### config.mk
export PLATFORM = sky130hd
export DESIGN_NAME = seg7_display_driver
export DESIGN_NICKNAME = d
export VERILOG_FILES = /design/src/rtl/seg7_display_driver.sv
export SDC_FILE = /design/constraint.sdc
export NUM_CORES = 1
export LEC_CHECK = 0
export ABC_AREA = 0
export BUFFER_PORTS_ARGS = -buffer_cell sky130_fd_sc_hd__clkbuf_2
export CAP_MARGIN = 10
export CORE_AREA = 5 5 109 111
export CTS_CLUSTER_SIZE = 24
export DETAILED_ROUTE_END_ITERATION = 8
export DIE_AREA = 0 0 114 116
export MAX_ROUTING_LAYER = met4
export PLACE_DENSITY = 0.78
export SLEW_MARGIN = 25
export SYNTH_ARGS = -nofsm -noshare
export SYNTH_HDL_FRONTEND = slang
export SYNTH_SLANG_ARGS = --single-unit
### constraint.sdc
create_clock -name clk -period 2.7 [get_ports clk]
set_input_delay 0 -clock clk [delete_from_list [all_inputs] [get_ports clk]]
set_output_delay 0 -clock clk [all_outputs]
set_load 0.005 [all_outputs]
### src/rtl/seg7_display_driver.sv
// Signed 13-bit value to 8-digit common-anode seven-segment display.
// Sequential double-dabble conversion, leading-zero blanking, 5-slot scan.
module seg7_display_driver #(
  parameter int unsigned REFRESH_DIV = 100000
) (
  input  logic               clk,
  input  logic               rst,
  input  logic signed [12:0] value_in,
  output logic [7:0]         an,
  output logic [6:0]         seg,
  output logic               dp,
  output logic               busy
);

  localparam int unsigned RW = (REFRESH_DIV > 1) ? $clog2(REFRESH_DIV) : 1;

  typedef enum logic [1:0] {IDLE, SHIFT, DONE} state_t;

  state_t             state;
  logic signed [12:0] shown_val;
  logic signed [12:0] conv_val;
  logic [12:0]        mag;
  logic [15:0]        bcd;
  logic [15:0]        bcd_adj;
  logic [3:0]         cnt;
  logic [3:0]         d0, d1, d2, d3;
  logic               neg;
  logic [12:0]        mag_in;

  logic [RW-1:0]      refresh_cnt;
  logic               refresh_wrap;
  logic [2:0]         scan_idx;
  logic [2:0]         scan_next;
  logic [2:0]         nsig;
  logic [3:0]         cur_digit;
  logic [6:0]         pos_seg;

  function automatic logic [6:0] digit_seg(input logic [3:0] d);
    case (d)
      4'd0:    digit_seg = 7'b1000000;
      4'd1:    digit_seg = 7'b1111001;
      4'd2:    digit_seg = 7'b0100100;
      4'd3:    digit_seg = 7'b0110000;
      4'd4:    digit_seg = 7'b0011001;
      4'd5:    digit_seg = 7'b0010010;
      4'd6:    digit_seg = 7'b0000010;
      4'd7:    digit_seg = 7'b1111000;
      4'd8:    digit_seg = 7'b0000000;
      4'd9:    digit_seg = 7'b0010000;
      default: digit_seg = 7'b1111111;
    endcase
  endfunction

  // Magnitude in 13 unsigned bits, so -4096 maps to 4096 without overflow.
  always_comb begin
    mag_in = $unsigned(value_in);
    if (value_in[12]) mag_in = ~$unsigned(value_in) + 13'd1;
  end

  always_comb begin
    bcd_adj = bcd;
    for (int unsigned i = 0; i < 4; i++) begin
      if (bcd[4*i +: 4] >= 4'd5) bcd_adj[4*i +: 4] = bcd[4*i +: 4] + 4'd3;
    end
  end

  always_ff @(posedge clk or posedge rst) begin
    if (rst) begin
      state     <= IDLE;
      shown_val <= '0;
      conv_val  <= '0;
      mag       <= '0;
      bcd       <= '0;
      cnt       <= '0;
      d0        <= '0;
      d1        <= '0;
      d2        <= '0;
      d3        <= '0;
      neg       <= 1'b0;
      busy      <= 1'b0;
    end else begin
      case (state)
        IDLE: begin
          if (value_in != shown_val) begin
            conv_val <= value_in;
            mag      <= mag_in;
            bcd      <= '0;
            cnt      <= '0;
            busy     <= 1'b1;
            state    <= SHIFT;
          end
        end
        SHIFT: begin
          {bcd, mag} <= {bcd_adj[14:0], mag, 1'b0};
          cnt        <= cnt + 4'd1;
          if (cnt == 4'd12) state <= DONE;
        end
        DONE: begin
          d0        <= bcd[3:0];
          d1        <= bcd[7:4];
          d2        <= bcd[11:8];
          d3        <= bcd[15:12];
          neg       <= conv_val[12];
          shown_val <= conv_val;
          busy      <= 1'b0;
          state     <= IDLE;
        end
        default: state <= IDLE;
      endcase
    end
  end

  assign refresh_wrap = (refresh_cnt == RW'(REFRESH_DIV - 1));

  // Outputs are registered against the next scan slot so an/seg change together.
  always_comb begin
    scan_next = scan_idx;
    if (refresh_wrap) scan_next = (scan_idx == 3'd4) ? 3'd0 : scan_idx + 3'd1;

    if (d3 != 4'd0)      nsig = 3'd4;
    else if (d2 != 4'd0) nsig = 3'd3;
    else if (d1 != 4'd0) nsig = 3'd2;
    else                 nsig = 3'd1;

    case (scan_next)
      3'd0:    cur_digit = d0;
      3'd1:    cur_digit = d1;
      3'd2:    cur_digit = d2;
      3'd3:    cur_digit = d3;
      default: cur_digit = 4'd0;
    endcase

    if (scan_next < nsig)             pos_seg = digit_seg(cur_digit);
    else if (scan_next == nsig && neg) pos_seg = 7'b0111111;
    else                               pos_seg = 7'b1111111;
  end

  always_ff @(posedge clk or posedge rst) begin
    if (rst) begin
      refresh_cnt <= '0;
      scan_idx    <= '0;
      an          <= 8'hFE;
      seg         <= 7'b1000000;
      dp          <= 1'b1;
    end else begin
      refresh_cnt <= refresh_wrap ? '0 : refresh_cnt + RW'(1);
      scan_idx    <= scan_next;
      an          <= ~(8'b1 << scan_next);
      seg         <= pos_seg;
      dp          <= 1'b1;
    end
  end

endmodule

**Yosys cells after proc, flatten, opt, wreduce, memory -nomap -nowiden**

Memory sizes are Yosys's and may differ from the RTL's.
Index checks and enable logic that the tools add are counted.

- Add/sub/neg operators: 8
- $lt $le $gt $ge: 5
- Equality and inequality tests: 12
- Shift operators: 1
- Multiplexer cells: 25
- Bitwise operators: 2
- Reductions and logical operators: 12

Operator list:

| operator | count |
|---|---|
| case mux 16 bit (2 select lines) | 1 |
| 2-to-1 mux 13 bit | 2 |
| case mux 13 bit (2 select lines) | 1 |
| adder 17 x 1 -> 17 bit (second input constant) | 1 |
| equality test 17 bit (second input constant) | 1 |
| 2-to-1 mux 17 bit | 1 |
| greater-or-equal comparator 4 x 3 -> 1 bit (second input constant) | 4 |
| 2-to-1 mux 16 bit | 1 |
| 2-to-1 mux 4 bit | 4 |
| case mux 4 bit (4 select lines) | 1 |
| 2-to-1 mux 7 bit | 2 |
| adder 13 x 1 -> 13 bit (second input constant) | 1 |
| inequality test 13 bit | 1 |
| NOT 13 bit | 1 |
| adder 4 x 2 -> 4 bit (second input constant) | 3 |
| 2-to-1 mux 3 bit | 4 |
| nonzero test 4 bit | 3 |
| 2-to-1 mux 2 bit | 4 |
| NOT 8 bit | 1 |
| case mux 4 bit (2 select lines) | 1 |
| AND reduction 2 bit | 4 |
| << shifter 1 x 3 -> 8 bit (first input constant) | 1 |
| equality test 3 x 2 -> 1 bit (second input constant) | 2 |
| adder 4 x 1 -> 4 bit (second input constant) | 1 |
| 17 further kinds | 19 |

- Register bits after elaboration: 114
- Bits in read-only memories: 112
- Input port bits: 15
- Logic and storage cells: 82
- Memories kept: 1

Memory list:

| memory | words | bits a word | read ports | clocked after memory_dff | wr ports | RTL line | text |
|---|---|---|---|---|---|---|---|
| (no name shown) | 16 | 7 | 1 | 0 | 0 | 39 | `case (d)` |

**Logic depth before layout (Yosys ltp)**

Gate-level depths: netlist of the first run.

- Depth after elaboration: 8
- Mapped depth: 14

**Least setup slack after synthesis of the first run**

OpenSTA, ideal clock, no wires.

- Path kind: register to register
- Start point: register refresh_cnt[11]
- End point: register seg[6]
- Library setup time: 0.088 ns
- Arrival time: 2.798 ns
- Path slack: -0.185 ns
- Stages on the path, launching flop included: 12
- Buffers on the path: 1
- Clock period less this slack: 2.885 ns
- Cell sequence: dfrtp_1 or4_4 nor4_4 buf_6 a21boi_0 or2_2 ha_1 o21ai_0 nand2b_1 inv_1 and2_1 a221oi_2

- Word-level cells in the longest chain between the ends: 6
- Elaborated cells on any way between the ends: 13
- Those cells by class: 1 x order compare; 5 x eq/ne; 4 x mux; 2 x reduce/logical; 1 x memory

RTL lines:

| element | RTL line | text |
|---|---|---|
| start, declared | 30 | `logic [RW-1:0] refresh_cnt;` |
| start signal, assigned | 146 | `refresh_cnt <= refresh_wrap ? '0 : refresh_cnt + RW'(1);` |
| equality test 17 bit (*) | 113 | `assign refresh_wrap = (refresh_cnt == RW'(REFRESH_DIV - 1));` |
| 2-to-1 mux 3 bit (*) | 118 | `if (refresh_wrap) scan_next = (scan_idx == 3'd4) ? 3'd0 : scan_idx + 3'd1;` |
| net scan_next[2] | 33 | `logic [2:0] scan_next;` |
| equality test 3 x 2 -> 1 bit, or another cell as far along | 125 | `case (scan_next)` |
| case mux 4 bit (4 select lines) / logical AND 1 bit (equally long branches) | 125, 134 |  |
| memory read (16 x 7 bit) / 2-to-1 mux 7 bit (equally long branches) | -- |  |
| 2-to-1 mux 7 bit (*) | 133 | `if (scan_next < nsig) pos_seg = digit_seg(cur_digit);` |
| net pos_seg[6] | 36 | `logic [6:0] pos_seg;` |
| end signal, assigned | 149 | `seg <= pos_seg;` |
| end, declared | 10 | `output logic [6:0] seg,` |

Mark *: on every way through the listed nets, which the timed path passes. The rest lies on a longest branch.
A chain may end at the register's enable or synchronous reset.

**Worst setup path in the final report of the first run**

- Start point: register refresh_cnt[14]
- End point: register seg[4]

- Word-level cells in the longest chain between the ends: 6
- Elaborated cells on any way between the ends: 10
- Those cells by class: 1 x order compare; 4 x eq/ne; 3 x mux; 1 x reduce/logical; 1 x memory

RTL lines:

| element | RTL line |
|---|---|
| equality test 17 bit (*) | 113 |
| 2-to-1 mux 3 bit (*) | 118 |
| equality test 3 x 2 -> 1 bit, or another cell as far along | 125 |
| case mux 4 bit (4 select lines) | 125 |
| memory read (16 x 7 bit) | -- |
| 2-to-1 mux 7 bit (*) | 133 |
| net pos_seg[4] | 36 |

Marked as above.

==> results.toml, run 1 <==
[route]
route.detailed.drc = 0
detailroute.via_count = 4773
detailedRoute.firstPassIterationCount = 5
routed_wire_length_per_instance_um = 20.2
detail-route-antenna-nets = 0
detailedRoute.firstIterationViolations = 538
drt_wl_total_um = 16300
detail_route.vias_per_cell = 5.90

[floorplanning]
num_rows = 38
floorplan.initialDensity = 0.535
die_width_um = 114
core-area_sq_um = 10700
top_level_pins = 32
die_h_um = 116
die-area_sq_um = 13200

[sta]
final-setup-viol-count = 7
hold_violations = 0
fin_crit_sh = 1.19
setup_slack_ns = -0.514
maxClockFrequency_ghz = 0.311
worst_slew_pin_slew_ns = 0.641
post-route-min-period_ns = 3.21
slew_headroom = 0.568
fin_setup_tns_ns = -3.11
maxSlewViolCount = 0
finClkSkew_ns = 0.0130
rsz_0062_raised_after_global_routing = "true"

[logic_synthesis]
synth_async_sr_flop_share = 1.00
synthDistinctLibCells = 59
synth_seq_cells = 113
yosys_warns = 0
netlist_instances = 545
synth_ff_type = "sky130_fd_sc_hd__dfrtp_1"
synthesized_area_sq_um = 5720
synth_fp_nets = 582
synthesis.area_per_instance_sq_um = 10.5
synth.yosys.seq_area_share = 0.496
synth_edf_count = 0

[final_layout]
final_nets = 694
area_growth_syn_to_layout_pct = 31.5
post-route-cell-area_sq_um = 7520
final_core_occ = 0.703
n_fill_cell = 711
area_taken_by_multi_input_logic_gates_sq_um = 2900
seqCellArea_sq_um = 2840
layout-drive-gt1-share = 0.323
n_antenna_cell = 0

[worst_setup_path]
data_arrival_time_at_the_worst_slack_endpoint_ns = 3.65
start_kind = "flop"
cp_num_buf_inv = 2
critical_path.top_delay_family = "simple AND/OR/NAND/NOR gates"
critical_path.reg2reg.endpoint = "seg[4]"
path_cells = "or4_4 -> nor4_4 -> buf_6 -> mux2i_2 -> a22o_1 -> a221o_1 -> inv_2 -> ha_4 -> mux2_2 -> a32oi_2"
worst_path_max_delay_cell = "sky130_fd_sc_hd__or4_4"
slowest_delay_ns = 0.55
worst_r2r_path_depth = 10
worstPathRequired_ns = 3.13
endpoint_kind = "flop"
r2r_slack_ns = -0.51
r2r_start = "refresh_cnt[14]"
criticalPathCategory = "flop to flop"
critical_path_maximum_fanout = 5

[clock_network]
clk_latency_ns = 0.52
clock_tree.htree_level_count = 4
tritoncts = "done"
cts_made_buffers = 17
cts_root_buffer = "sky130_fd_sc_hd__clkbuf_8"
clkSlewWorstSetupHoldPaths_ns = 0.06
cts.path.max_buffers = 2
clock_sinks = 113

[outcome]
run_status = "finished with violations"
failed_checks = "negative setup slack"

[placement]
detailedPlace.worstSlack_ns = -0.268
place_congestion = 0.857
dpl_cell_area_sq_um = 6390
io_buffer_count = 30
detailed_place_hpwl_um = 8780

[power_and_ir_drop]
power.ir.vdd_worst_mv = 0.775
p_leak_nw = 3.36
cellPowerDensity_nw_per_um2 = 1090

[grt]
grt_max_degree = 72
grt_util_all_layers = 0.239
grt-ovfl-total = 0
antenna_found_initial = 0
grt_pass1_vias = 4902
grt_pass1_wl_um = 24000

[run]
maxCapViolations = 0

[worst_hold_path]
worstHoldPathType = "primary input to async pin"
==> power breakdown <==
group | internal, mW | leakage, nW | switching [mW] | total [mW]
Sequential | 2.32 | 1.40 | 0.559 | 2.88
Clock | 1.52 | 0.292 | 0.801 | 2.33
Combinational | 1.47 | 1.67 | 1.56 | 3.03
==> cells in the mapped netlist (4+ instances only) <==
library cell / count / area, sq um
sky130_fd_sc_hd__dfrtp_1: 105 / 2630
sky130_fd_sc_hd__nand2_1: 58 / 218
sky130_fd_sc_hd__o21ai_0: 35 / 175
sky130_fd_sc_hd__xnor2_1: 35 / 307
sky130_fd_sc_hd__nor2_1: 34 / 128
sky130_fd_sc_hd__mux2_2: 30 / 338
sky130_fd_sc_hd__inv_1: 26 / 97.6
sky130_fd_sc_hd__nand3_1: 24 / 120
sky130_fd_sc_hd__ha_1: 22 / 275
sky130_fd_sc_hd__clkbuf_1: 17 / 63.8
sky130_fd_sc_hd__a21oi_1: 15 / 75.1
sky130_fd_sc_hd__a22oi_1: 14 / 105
sky130_fd_sc_hd__o31ai_1: 9 / 67.6
sky130_fd_sc_hd__xor2_1: 9 / 78.8
sky130_fd_sc_hd__dfstp_2: 8 / 210
sky130_fd_sc_hd__or3_1: 7 / 43.8
sky130_fd_sc_hd__a221o_1: 6 / 60.1
sky130_fd_sc_hd__nand2b_1: 6 / 37.5
sky130_fd_sc_hd__nand4_1: 6 / 37.5
sky130_fd_sc_hd__nor4_1: 6 / 37.5
sky130_fd_sc_hd__nor2b_1: 5 / 31.3
sky130_fd_sc_hd__a22o_1: 4 / 35.0
sky130_fd_sc_hd__a32o_1: 4 / 40.0
sky130_fd_sc_hd__or2_2: 4 / 25.0
sky130_fd_sc_hd__or4_1: 4 / 30.0
==> per-stage QoR <==
| stage | instances | total power [mW] | hold WS (ns) |
|---|---|---|---|
| final | 809 | 8.24 | 0.0853 |
| after detailed placement | 744 | 5.25 | 0.0726 |
| after floorplan | 545 | 4.44 | 0.105 |
| after CTS | 800 | 7.71 | 0.0799 |
| after global placement | 744 | 5.03 | 0.0620 |
| after global routing | 809 | 8.66 | 0.151 |
==> cell families after synthesis <==
| group | count (synthesis) | synth area share |
|---|---|---|
| buffers and inverters | 50 | 0.0361 |
| other | 1 | 0.000655 |
| adders and majority gates | 22 | 0.0481 |
| xor gates and xnor gates | 44 | 0.0673 |
| AOI/OAI and AO/OA | 105 | 0.128 |
| muxes | 35 | 0.0693 |
| and+or+nand+nor | 175 | 0.155 |
| DFF | 113 | 0.496 |
==> worst max path at each step <==
stage	from	end	slack (ns)	cells past startpoint
floorplan	refresh_cnt[11]	seg[6]	-0.05	13
global placement	refresh_cnt[11]	seg[6]	-0.11	13
detailed placement	refresh_cnt[11]	seg[6]	-0.27	13
CTS	refresh_cnt[11]	seg[4]	-0.19	10
global route	refresh_cnt[14]	seg[4]	-0.58	10
finish	refresh_cnt[14]	seg[4]	-0.51	10
==> flip-flops by register name (all words and copies together), names as in the netlist, 4 cells and up <==
name,count
an,8
bcd,16
cnt,4
conv_val,13
d0,4
d1,4
d2,4
d3,4
mag,13
refresh_cnt,17
seg,7
shown_val,13
==> routing by layer <==
layer  GRT usage  part of all wire  vias up
met5           -                 0        -
li1            -                 -     2142
met3      0.0642             0.048       59
met4      0.0990             0.040        0
met1       0.253              0.38     2376
met2       0.423              0.54      196
==> final cells by class <==
cell class              instances  area share
clock buffers                  23      0.0647
clock inverters                 8      0.0168
inverters                      27      0.0143
multi-input cells             382       0.386
flip-flops and latches        113       0.377
well taps                     140      0.0233
repair buffers                116       0.118
==> cell usage in the layout (no fill, tap or decap), types with 5 or more instances in the layout <==
| master | n |
|---|---|
| sky130_fd_sc_hd__nor2_1 | 33 |
| sky130_fd_sc_hd__clkbuf_16 | 16 |
| sky130_fd_sc_hd__nand3_1 | 23 |
| sky130_fd_sc_hd__mux2_2 | 30 |
| sky130_fd_sc_hd__nand4_1 | 6 |
| sky130_fd_sc_hd__o21ai_0 | 34 |
| sky130_fd_sc_hd__nand2b_1 | 5 |
| sky130_fd_sc_hd__clkbuf_2 | 30 |
| sky130_fd_sc_hd__ha_1 | 18 |
| sky130_fd_sc_hd__clkbuf_8 | 6 |
| sky130_fd_sc_hd__dfstp_2 | 8 |
| sky130_fd_sc_hd__inv_1 | 22 |
| sky130_fd_sc_hd__a21oi_1 | 13 |
| sky130_fd_sc_hd__a221o_1 | 5 |
| sky130_fd_sc_hd__dlygate4sd3_1 | 14 |
| sky130_fd_sc_hd__or3_1 | 6 |
| sky130_fd_sc_hd__a22oi_1 | 14 |
| sky130_fd_sc_hd__buf_6 | 12 |
| sky130_fd_sc_hd__buf_4 | 59 |
| sky130_fd_sc_hd__xnor2_1 | 35 |
| sky130_fd_sc_hd__dfrtp_1 | 105 |
| sky130_fd_sc_hd__xor2_1 | 9 |
| sky130_fd_sc_hd__nand2_1 | 58 |
| sky130_fd_sc_hd__o31ai_1 | 9 |
==> worst reg2reg max path, cell delays in order (launching register included) <==
cell	delay [ns]
sky130_fd_sc_hd__dfrtp_1	0.39
sky130_fd_sc_hd__or4_4	0.56
sky130_fd_sc_hd__nor4_4	0.36
sky130_fd_sc_hd__buf_6	0.19
sky130_fd_sc_hd__mux2i_2	0.42
sky130_fd_sc_hd__a22o_1	0.24
sky130_fd_sc_hd__a221o_1	0.24
sky130_fd_sc_hd__inv_2	0.13
sky130_fd_sc_hd__ha_4	0.18
sky130_fd_sc_hd__mux2_2	0.27
sky130_fd_sc_hd__a32oi_2	0.15
==> timing repair <==
item / CTS / global route
pin swaps: 1 / 20
gates resized for setup: 11 / 35
hold endpoints to repair: 67 / 0
setup endpoints to repair: 7 / 7
hold buffers: 14 / 0
cloned: 1 / 0
setup buffers: 10 / 9
Power figures use the tool's default switching activity.
==> run 2, diff against run 1 <==
CORE_AREA = 5 5 104 106   (was 5 5 109 111)
DIE_AREA = 0 0 109 111   (was 0 0 114 116)
PLACE_DENSITY = 0.81   (was 0.78)
clock period = 3.2 ns   (was 2.7 ns; I/O delays follow)
==> results.toml, run 2 (same netlist as run 1, synthesis figures left out) <==
[grt]
grt_pass1_vias = 4445
grt_util_all_layers = 0.229
grt_max_degree = 70
antenna_found_initial = 0
grt-ovfl-total = 0
grt_pass1_wl_um = 21400

[power_and_ir_drop]
cellPowerDensity_nw_per_um2 = 925
intPower_mw = 4.27
power.share.sequential = 0.368
power.combinational.fraction = 0.334
power.ir.vdd_worst_mv = 0.530
p_sw_frac = 0.346
switching_power_mw = 2.26
p_leak_nw = 3.13
clock_power_share = 0.298

[route]
detail_route.vias_per_cell = 5.83
routed_wire_length_per_instance_um = 17.7
route.detailed.drc = 0
detailroute.via_count = 4440
detailedRoute.firstIterationViolations = 285
detailedRoute.firstPassIterationCount = 5
detail-route-antenna-nets = 0
drt_wl_total_um = 13500

[floorplanning]
num_rows = 36
die-area_sq_um = 12100
die_width_um = 109
core-area_sq_um = 9680
floorplan.initialDensity = 0.591
top_level_pins = 32
die_h_um = 111

[worst_setup_path]
slowest_delay_ns = 0.54
endpoint_kind = "flop"
r2r_start = "refresh_cnt[12]"
cp_num_cells = 11
path_cells = "or4_4 -> nor4_4 -> buf_6 -> buf_12 -> mux2i_2 -> buf_4 -> a22o_1 -> a221o_1 -> ha_1 -> nor4_2 -> a21oi_2"
critical_path.top_delay_family = "simple AND/OR/NAND/NOR gates"
r2r_slack_ns = -0.03
worst_path_max_delay_cell = "sky130_fd_sc_hd__or4_4"
critical_path.reg2reg.endpoint = "seg[5]"
start_kind = "flop"
critical_path_maximum_fanout = 7
worst_r2r_path_depth = 11
criticalPathCategory = "flop to flop"
cp_num_buf_inv = 3
worstPathRequired_ns = 3.58
data_arrival_time_at_the_worst_slack_endpoint_ns = 3.61

[final_layout]
final_core_occ = 0.729
largest_register_ff_count = 17
area_growth_syn_to_layout_pct = 23.3
final_nets = 652
mostFrequentLayoutCells = "sky130_fd_sc_hd__dfrtp_1, sky130_fd_sc_hd__nand2_1, sky130_fd_sc_hd__xnor2_1, sky130_fd_sc_hd__o21ai_0, sky130_fd_sc_hd__nor2_1"
layout.cells.most_common = "sky130_fd_sc_hd__dfrtp_1"
finalNonFillerCells = 761
n_fill_cell = 609
top_regs = "refresh_cnt x17, bcd x16"
n_antenna_cell = 0
layout-drive-gt1-share = 0.252
top_register = "refresh_cnt"

[clock_network]
clock_tree.htree_level_count = 4
cts_made_buffers = 17
cts_root_buffer = "sky130_fd_sc_hd__clkbuf_8"
clock_sinks = 113
cts.path.max_buffers = 2
clkSlewWorstSetupHoldPaths_ns = 0.06
tritoncts = "done"
clk_latency_ns = 0.51

[sta]
final-setup-viol-count = 4
finClkSkew_ns = 0.00861
fin_setup_tns_ns = -0.0802
fin_crit_sh = 1.01
maxSlewViolCount = 0
setup_slack_ns = -0.0311
rsz_0062_raised_after_global_routing = "true"
slew_headroom = 0.445
maxClockFrequency_ghz = 0.309
hold_violations = 0
fin_hold_ws_ns = 0.190
post-route-min-period_ns = 3.23
worst_slew_pin_slew_ns = 0.832

[run]
maxCapViolations = 0

[worst_hold_path]
worstHoldPathType = "primary input to async pin"

[outcome]
failed_checks = "negative setup slack"
run_status = "finished with violations"

[placement]
dp.cells = 704
io_buffer_count = 30
detailedPlace.worstSlack_ns = 0.0673
place_congestion = 0.884
detailed_place_hpwl_um = 8190
[run 2: cell count changes in the layout (fill, tap and decap cells not counted), moves of 2 or more]
cell                         previous run  this run
sky130_fd_sc_hd__a21oi_1               13        15
sky130_fd_sc_hd__buf_4                 59        26
sky130_fd_sc_hd__buf_6                 12         3
sky130_fd_sc_hd__clkbuf_1               1         3
sky130_fd_sc_hd__clkbuf_8               6         3
sky130_fd_sc_hd__clkinv_2               1         4
sky130_fd_sc_hd__clkinvlp_4             4         0
sky130_fd_sc_hd__ha_2                   0         2
sky130_fd_sc_hd__ha_4                   4         2
sky130_fd_sc_hd__o21ai_1                0         2
sky130_fd_sc_hd__o21ai_2                2         0
[run 2: layout make-up]
cell class / instances / area, sq um / area share
inverter: 27 / 104 / 0.0147
clock buffer: 22 / 453 / 0.0642
multi-input combinational: 382 / 2800 / 0.397
tap: 133 / 166 / 0.0236
timing repair buffer: 74 / 539 / 0.0764
clock inverter: 10 / 158 / 0.0223
sequential: 113 / 2840 / 0.402
[run 2: worst max-delay path by stage]
stage	startpoint	endpoint	slack, ns
after floorplan	rst	an[0]	0.23
after global placement	refresh_cnt[11]	seg[0]	0.21
after detailed placement	refresh_cnt[11]	seg[4]	0.07
after CTS	refresh_cnt[11]	seg[4]	0.05
after global routing	refresh_cnt[12]	seg[4]	-0.17
final	refresh_cnt[12]	seg[5]	-0.03
[run 2: power by group through the flow]
stage | sequential, mW | clock, mW | combinational (mW)
global placement | 2.36 | 0 | 1.76
global route | 2.46 | 2.02 | 2.40
floorplan | 2.25 | 0 | 1.46
finish | 2.41 | 1.95 | 2.18
CTS | 2.38 | 1.96 | 1.93
detailed placement | 2.40 | 0 | 1.87
[run 2: worst reg2reg max path, stage by stage, from the launching register on]
cell and delay (ns):
sky130_fd_sc_hd__dfrtp_1 0.38, sky130_fd_sc_hd__or4_4 0.54, sky130_fd_sc_hd__nor4_4 0.31, sky130_fd_sc_hd__buf_6 0.19
sky130_fd_sc_hd__buf_12 0.11, sky130_fd_sc_hd__mux2i_2 0.07, sky130_fd_sc_hd__buf_4 0.16, sky130_fd_sc_hd__a22o_1 0.19
sky130_fd_sc_hd__a221o_1 0.37, sky130_fd_sc_hd__ha_1 0.28, sky130_fd_sc_hd__nor4_2 0.45, sky130_fd_sc_hd__a21oi_2 0.05
[run 2: through the flow]
step | power, mW | area [sq um]
after global placement | 4.12 | 6090
after global routing | 6.89 | 7060
after detailed placement | 4.26 | 6090
after floorplan | 3.72 | 5720
after CTS | 6.27 | 6850
final | 6.53 | 7060
[run 2: per-layer routing]
metal	share of wire	GRT usage
met5	0	-
met4	0.025	0.113
met3	0.039	0.0355
met2	0.53	0.373
met1	0.40	0.274
[run 2: repair_timing]
item | in CTS | in global routing
endpoints found under the hold margin | 80 | 0
setup buffers | 0 | 11
endpoints found under the setup margin | 0 | 5
hold buffers | 14 | 0
resized for setup | 0 | 22
